[config.mk]
export PLATFORM = sky130hd
export DESIGN_NAME = serial_mac_unit_flat
export DESIGN_NICKNAME = d
export VERILOG_FILES = /design/src/rtl/serial_mac_unit_if.sv /design/src/rtl/serial_mac_unit.sv /design/src/flat_wrapper.sv
export SDC_FILE = /design/constraint.sdc
export NUM_CORES = 1
export LEC_CHECK = 0
export ABC_AREA = 0
export CAP_MARGIN = 10
export CORE_UTILIZATION = 50
export CTS_CLUSTER_DIAMETER = 100
export DETAILED_ROUTE_END_ITERATION = 12
export PLACE_DENSITY = 0.75
export SKIP_LAST_GASP = 1
export SLEW_MARGIN = 20
export SYNTH_ARGS = -nofsm -noshare
export SYNTH_HDL_FRONTEND = slang
export SYNTH_SLANG_ARGS = --single-unit
[constraint.sdc]
create_clock -name CLK -period 2.9 [get_ports CLK]
set_input_delay 0.58 -clock CLK [delete_from_list [all_inputs] [get_ports CLK]]
set_output_delay 0.58 -clock CLK [all_outputs]
set_load 0.05 [all_outputs]
[src/rtl/serial_mac_unit_if.sv]
`default_nettype none
// ============================================================================
// Module      : serial_mac_unit_if
// Description : Operand/request and result signals of the serial MAC stage.
// Revision    : 1.0 - initial release
// ============================================================================
interface serial_mac_unit_if #(
   parameter int WIDTH     = 8,
   parameter int ACC_WIDTH = 20
);
   logic                 start;
   logic                 clear_acc;
   logic [WIDTH-1:0]     A_in;
   logic [WIDTH-1:0]     B_in;
   logic                 busy;
   logic                 done;
   logic [ACC_WIDTH-1:0] acc_out;
   logic                 overflow;

   modport master (
      output start, clear_acc, A_in, B_in,
      input  busy, done, acc_out, overflow
   );

   modport slave (
      input  start, clear_acc, A_in, B_in,
      output busy, done, acc_out, overflow
   );
endinterface
`default_nettype wire

[src/rtl/serial_mac_unit.sv]
`default_nettype none
// ============================================================================
// Module      : serial_mac_unit
// Description : Shift-and-add multiplier (WIDTH cycles) feeding a wrapping
//               accumulator with a sticky overflow flag.
// Revision    : 1.0 - initial release
// ============================================================================
module serial_mac_unit #(
   parameter int WIDTH     = 8,
   parameter int ACC_WIDTH = 20
) (
   input  wire logic        CLK,
   input  wire logic        CLR,
   serial_mac_unit_if.slave bus
);

   localparam int PROD_W = 2 * WIDTH;
   localparam int SUM_W  = ACC_WIDTH + 1;
   localparam int CNT_W  = $clog2(WIDTH + 1);
   localparam logic [CNT_W-1:0] c_last_iter = CNT_W'(WIDTH - 1);

   typedef enum logic [1:0] {
      S_IDLE  = 2'd0,
      S_MULT  = 2'd1,
      S_ACCUM = 2'd2,
      S_DONE  = 2'd3
   } state_t;

   state_t               r_state;
   state_t               w_next_state;
   logic [PROD_W-1:0]    r_product;
   logic [PROD_W-1:0]    r_multiplicand;
   logic [WIDTH-1:0]     r_multiplier;
   logic [CNT_W-1:0]     r_count;
   logic [ACC_WIDTH-1:0] r_acc;
   logic                 r_overflow;
   logic [SUM_W-1:0]     w_sum;

   // One extra bit above the accumulator captures the wrap condition.
   assign w_sum = {1'b0, r_acc} + SUM_W'(r_product);

   always_ff @(posedge CLK) begin
      if (CLR) begin
         r_state <= S_IDLE;
      end else begin
         r_state <= w_next_state;
      end
   end

   always_comb begin
      w_next_state = r_state;
      case (r_state)
         S_IDLE:  if (bus.start) w_next_state = S_MULT;
         S_MULT:  if (r_count == c_last_iter) w_next_state = S_ACCUM;
         S_ACCUM: w_next_state = S_DONE;
         S_DONE:  w_next_state = S_IDLE;
         default: w_next_state = S_IDLE;
      endcase
   end

   always_ff @(posedge CLK) begin
      if (CLR) begin
         r_product      <= '0;
         r_multiplicand <= '0;
         r_multiplier   <= '0;
         r_count        <= '0;
         r_acc          <= '0;
         r_overflow     <= 1'b0;
      end else begin
         case (r_state)
            S_IDLE: begin
               // Clear and start may coincide: the new product then lands on zero.
               if (bus.clear_acc) begin
                  r_acc      <= '0;
                  r_overflow <= 1'b0;
               end
               if (bus.start) begin
                  r_multiplicand <= PROD_W'(bus.A_in);
                  r_multiplier   <= bus.B_in;
                  r_product      <= '0;
                  r_count        <= '0;
               end
            end
            S_MULT: begin
               if (r_multiplier[0]) begin
                  r_product <= r_product + r_multiplicand;
               end
               r_multiplicand <= r_multiplicand << 1;
               r_multiplier   <= r_multiplier >> 1;
               r_count        <= r_count + 1'b1;
            end
            S_ACCUM: begin
               r_acc <= w_sum[ACC_WIDTH-1:0];
               if (w_sum[ACC_WIDTH]) begin
                  r_overflow <= 1'b1;
               end
            end
            default: begin
            end
         endcase
      end
   end

   assign bus.busy     = (r_state == S_MULT) || (r_state == S_ACCUM);
   assign bus.done     = (r_state == S_DONE);
   assign bus.acc_out  = r_acc;
   assign bus.overflow = r_overflow;

endmodule
`default_nettype wire

[src/flat_wrapper.sv]
// flat-port wrapper written by rule: the top's interface ports become plain ports
module serial_mac_unit_flat 
#(
   parameter int WIDTH     = 8,
   parameter int ACC_WIDTH = 20
)
  (CLK, CLR, bus_start, bus_clear_acc, bus_A_in, bus_B_in, bus_busy, bus_done, bus_acc_out, bus_overflow);
  serial_mac_unit_if #(.WIDTH(WIDTH), .ACC_WIDTH(ACC_WIDTH)) bus_i ();
  input  wire logic CLK;
  input  wire logic CLR;
  input wire logic [$bits(bus_i.start)-1:0] bus_start;
  input wire logic [$bits(bus_i.clear_acc)-1:0] bus_clear_acc;
  input wire logic [$bits(bus_i.A_in)-1:0] bus_A_in;
  input wire logic [$bits(bus_i.B_in)-1:0] bus_B_in;
  output wire logic [$bits(bus_i.busy)-1:0] bus_busy;
  output wire logic [$bits(bus_i.done)-1:0] bus_done;
  output wire logic [$bits(bus_i.acc_out)-1:0] bus_acc_out;
  output wire logic [$bits(bus_i.overflow)-1:0] bus_overflow;
  assign bus_i.start = bus_start;
  assign bus_i.clear_acc = bus_clear_acc;
  assign bus_i.A_in = bus_A_in;
  assign bus_i.B_in = bus_B_in;
  assign bus_busy = bus_i.busy;
  assign bus_done = bus_i.done;
  assign bus_acc_out = bus_i.acc_out;
  assign bus_overflow = bus_i.overflow;
  serial_mac_unit #(.WIDTH(WIDTH), .ACC_WIDTH(ACC_WIDTH)) u_core (.CLK(CLK), .CLR(CLR), .bus(bus_i));
endmodule
==> results.ini <==
[run_status]
outcome = complete, no violations

[place]
place_inst = 595
gp_congestion = 0.880
dpl.hpwl_um = 6710
port-buffer-count = 42

[cells_and_area]
num-nets-final = 562
multiInputGateArea_um2 = 2530
layout-drive-gt1-share = 0.0610
finalCoreUtilization = 0.609
final_cells = 610
antennaDiodeCount = 0
fill_cells = 703
syn2layout_area_growth_pct = 17.2
ff_latch_area_um2 = 1340

[worst_setup_path]
end_kind = output port
r2r_cells = 9
path_class = register to output port
critPathArrivalTime_ps = 1940
rrSetupSlack_ps = 390
crit_path_start = u_core.r_state[0]$_SDFFE_PP0P_
critPathCapture = bus_busy
r2r_start = u_core.r_multiplicand[0]$_SDFFE_PP0P_
r2r-end = u_core.r_product[14]$_SDFFE_PP0P_
crit_required_ps = 2320
cp-start-kind = register
critPathMaxFanout = 4

[power]
p_comb_frac = 0.350
p_leak_nw = 1.99
netSwitchingPower_mw = 1.05
power.total_mw = 2.81
p_int_mw = 1.76
powerDensity_nw_per_um2 = 597
clockPowerShare = 0.251
seq_power_share = 0.398
p_sw_frac = 0.373
vdd.ir_drop.worst_mv = 0.543

[logic_synthesis]
seq_area_frac_synth = 0.334
synth_commonest_cells = dfxtp_1 (67), nor2_1 (64), ha_1 (36)
synthFlopType = dfxtp_1
yosysMostFrequentCell = dfxtp_1
synth.distinct_cells = 50
yosys-top-cells-area = dfxtp_1 (33%), ha_1 (11%), nor2_1 (6.0%), mux2i_1 (4.5%), a22oi_1 (4.5%)
ys_ff_latch = 67
syn_area_um2 = 4010
syn_avg_cell_area_um2 = 8.65
synth_warnings = 0
synthCells = 464
yosys.area.top_type = dfxtp_1
async_flop_share = 0
synth_top_area_frac = 0.334
synth_edf_count = 0
syn-num-nets = 522

[floorplanning]
initial_core_util = 0.519
coreArea_um2 = 7730
die_w_um = 91.6
die_area_um2 = 8390
dieHeight_um = 91.6
ios = 43
rows = 32

[sta]
final_hold_viol_count = 0
finalCritPeriodShare = 0.869
tightest_slew_ps = 702
drv_slew = 0
finalSetupViolCount = 0
relSlewSlack = 0.530
fin_skew_ps = 7.62
tns_ps = 0
layout_min_cycle_time_ps = 2520
rsz0062_at_grt = false
max_freq_mhz = 397

[routing]
first_pass_iters = 4
wl_um = 8790
drc = 0
via_count = 3469
drt_iter0_drc = 119
routed_via_density = 5.69
ant_nets = 0
wl_per_cell_um = 14.4

[clocking]
clockBufferDepth = 2
cts_resized = 0
worstSkewPairLatency_ps = 340
cts_root_buf = clkbuf_8
cts_buffers = 9
clk_pin_slew_ps = 70
h-tree-depth = 3
cts_tree = built
cts.sinks = 67
cts_hold_buf = 0
cts_setup_buffers = 0

[worst_hold_path]
min_path_type = register to register
min_path_cells = 2

[global_route]
grt_pass1_wl_um = 15500
grt_usage = 0.230
grt_pass1_vias = 3452
grt_max_degree = 39
antenna_found_initial = 0
grt-ovfl-total = 0

[job]
cap_violations = 0

-- per-layer routing --
layer / up-vias / global-route usage / routed length, um
met2: 83 / 0.385 / 4150
met4: 0 / 0.0979 / 146
li1: 1767 / - / -
met5: - / 0 / 0
met1: 1606 / 0.282 / 4100
met3: 13 / 0.0536 / 389
-- cell type report --
cell class                      instances  share of cell area
Multi-Input combinational cell        361               0.538
Sequential cell                        67               0.285
Timing Repair Buffer                   47              0.0974
Clock inverter                          2             0.00213
Clock buffer                           13              0.0359
Tap cell                              102              0.0271
Inverter                               18              0.0144
-- through the flow --
stage,area (um2),setup WS [ps],hold WS (ps)
final,4700,379,473
after global routing,4700,214,484
after CTS,4700,351,470
after detailed placement,4520,416,461
after global placement,4520,481,448
after floorplan,4010,443,432
-- worst max-delay path: stages (launching register included) --
cell	delay, ps
dfxtp_1	390
inv_1	90
ha_1	310
clkdlybuf4s50_1	820
-- power by group through the flow --
| stage | Sequential, mW | Combinational, mW | Clock (mW) |
|---|---|---|---|
| after floorplan | 1.11 | 0.763 | 0 |
| after global placement | 1.13 | 0.950 | 0 |
| after detailed placement | 1.14 | 0.983 | 0 |
| after CTS | 1.12 | 0.985 | 0.725 |
| after global routing | 1.13 | 1.11 | 0.763 |
| final | 1.12 | 0.984 | 0.706 |
-- kinds of logic (layout without fill, tap and decap cells) --
logic type      after synthesis  after routing  share of synthesized area
fa+ha+maj                    38             38                      0.122
buf+inv                      36             80                     0.0352
compound gates              152            152                      0.268
xor+xnor                     27             27                     0.0589
simple gates                126            126                      0.137
mux                          18             18                     0.0449
flops                        67             67                      0.334
-- flip-flops by register name, indices dropped and copies added (netlist names) --
register               flops
u_core.bus.acc_out        20
u_core.r_multiplicand     16
u_core.r_product          16
u_core.r_multiplier        8
u_core.r_count             4
u_core.r_state             2
u_core.bus.overflow        1
-- how the worst min path moves through the flow --
stage	slack [ps]	end	startpoint
floorplan	430	u_core.r_multiplier[7]$_SDFFE_PP0P_	u_core.r_multiplier[7]$_SDFFE_PP0P_
global placement	450	u_core.r_multiplier[7]$_SDFFE_PP0P_	u_core.r_multiplier[7]$_SDFFE_PP0P_
detailed placement	460	u_core.r_multiplier[7]$_SDFFE_PP0P_	u_core.r_multiplier[7]$_SDFFE_PP0P_
CTS	470	u_core.r_multiplier[7]$_SDFFE_PP0P_	u_core.r_multiplier[7]$_SDFFE_PP0P_
global route	480	u_core.r_multiplier[7]$_SDFFE_PP0P_	u_core.r_multiplier[7]$_SDFFE_PP0P_
finish	470	u_core.r_multiplier[7]$_SDFFE_PP0P_	u_core.r_multiplier[7]$_SDFFE_PP0P_
-- cell usage in the layout, fill, tap and decap left out, drive strengths merged, types with 2 or more instances in the layout --
master,n
o31ai,2
buf,5
mux2i,18
clkbuf,13
dfxtp,67
nand4,3
a21oi,30
clkdlybuf4s50,42
nand2b,3
o31a,2
a32oi,2
a31oi,4
fa,2
o21ai,30
xor2,10
nand2,29
a22o,7
and2,7
xnor2,17
inv,18
a41oi,3
o211ai,2
nor2,64
a22oi,24
ha,36
a211oi,18
and3,6
a21o,15
nand3,7
clkinv,2
or3,3
o21a,5
Note: power is estimated with default switching activity, not from simulation.
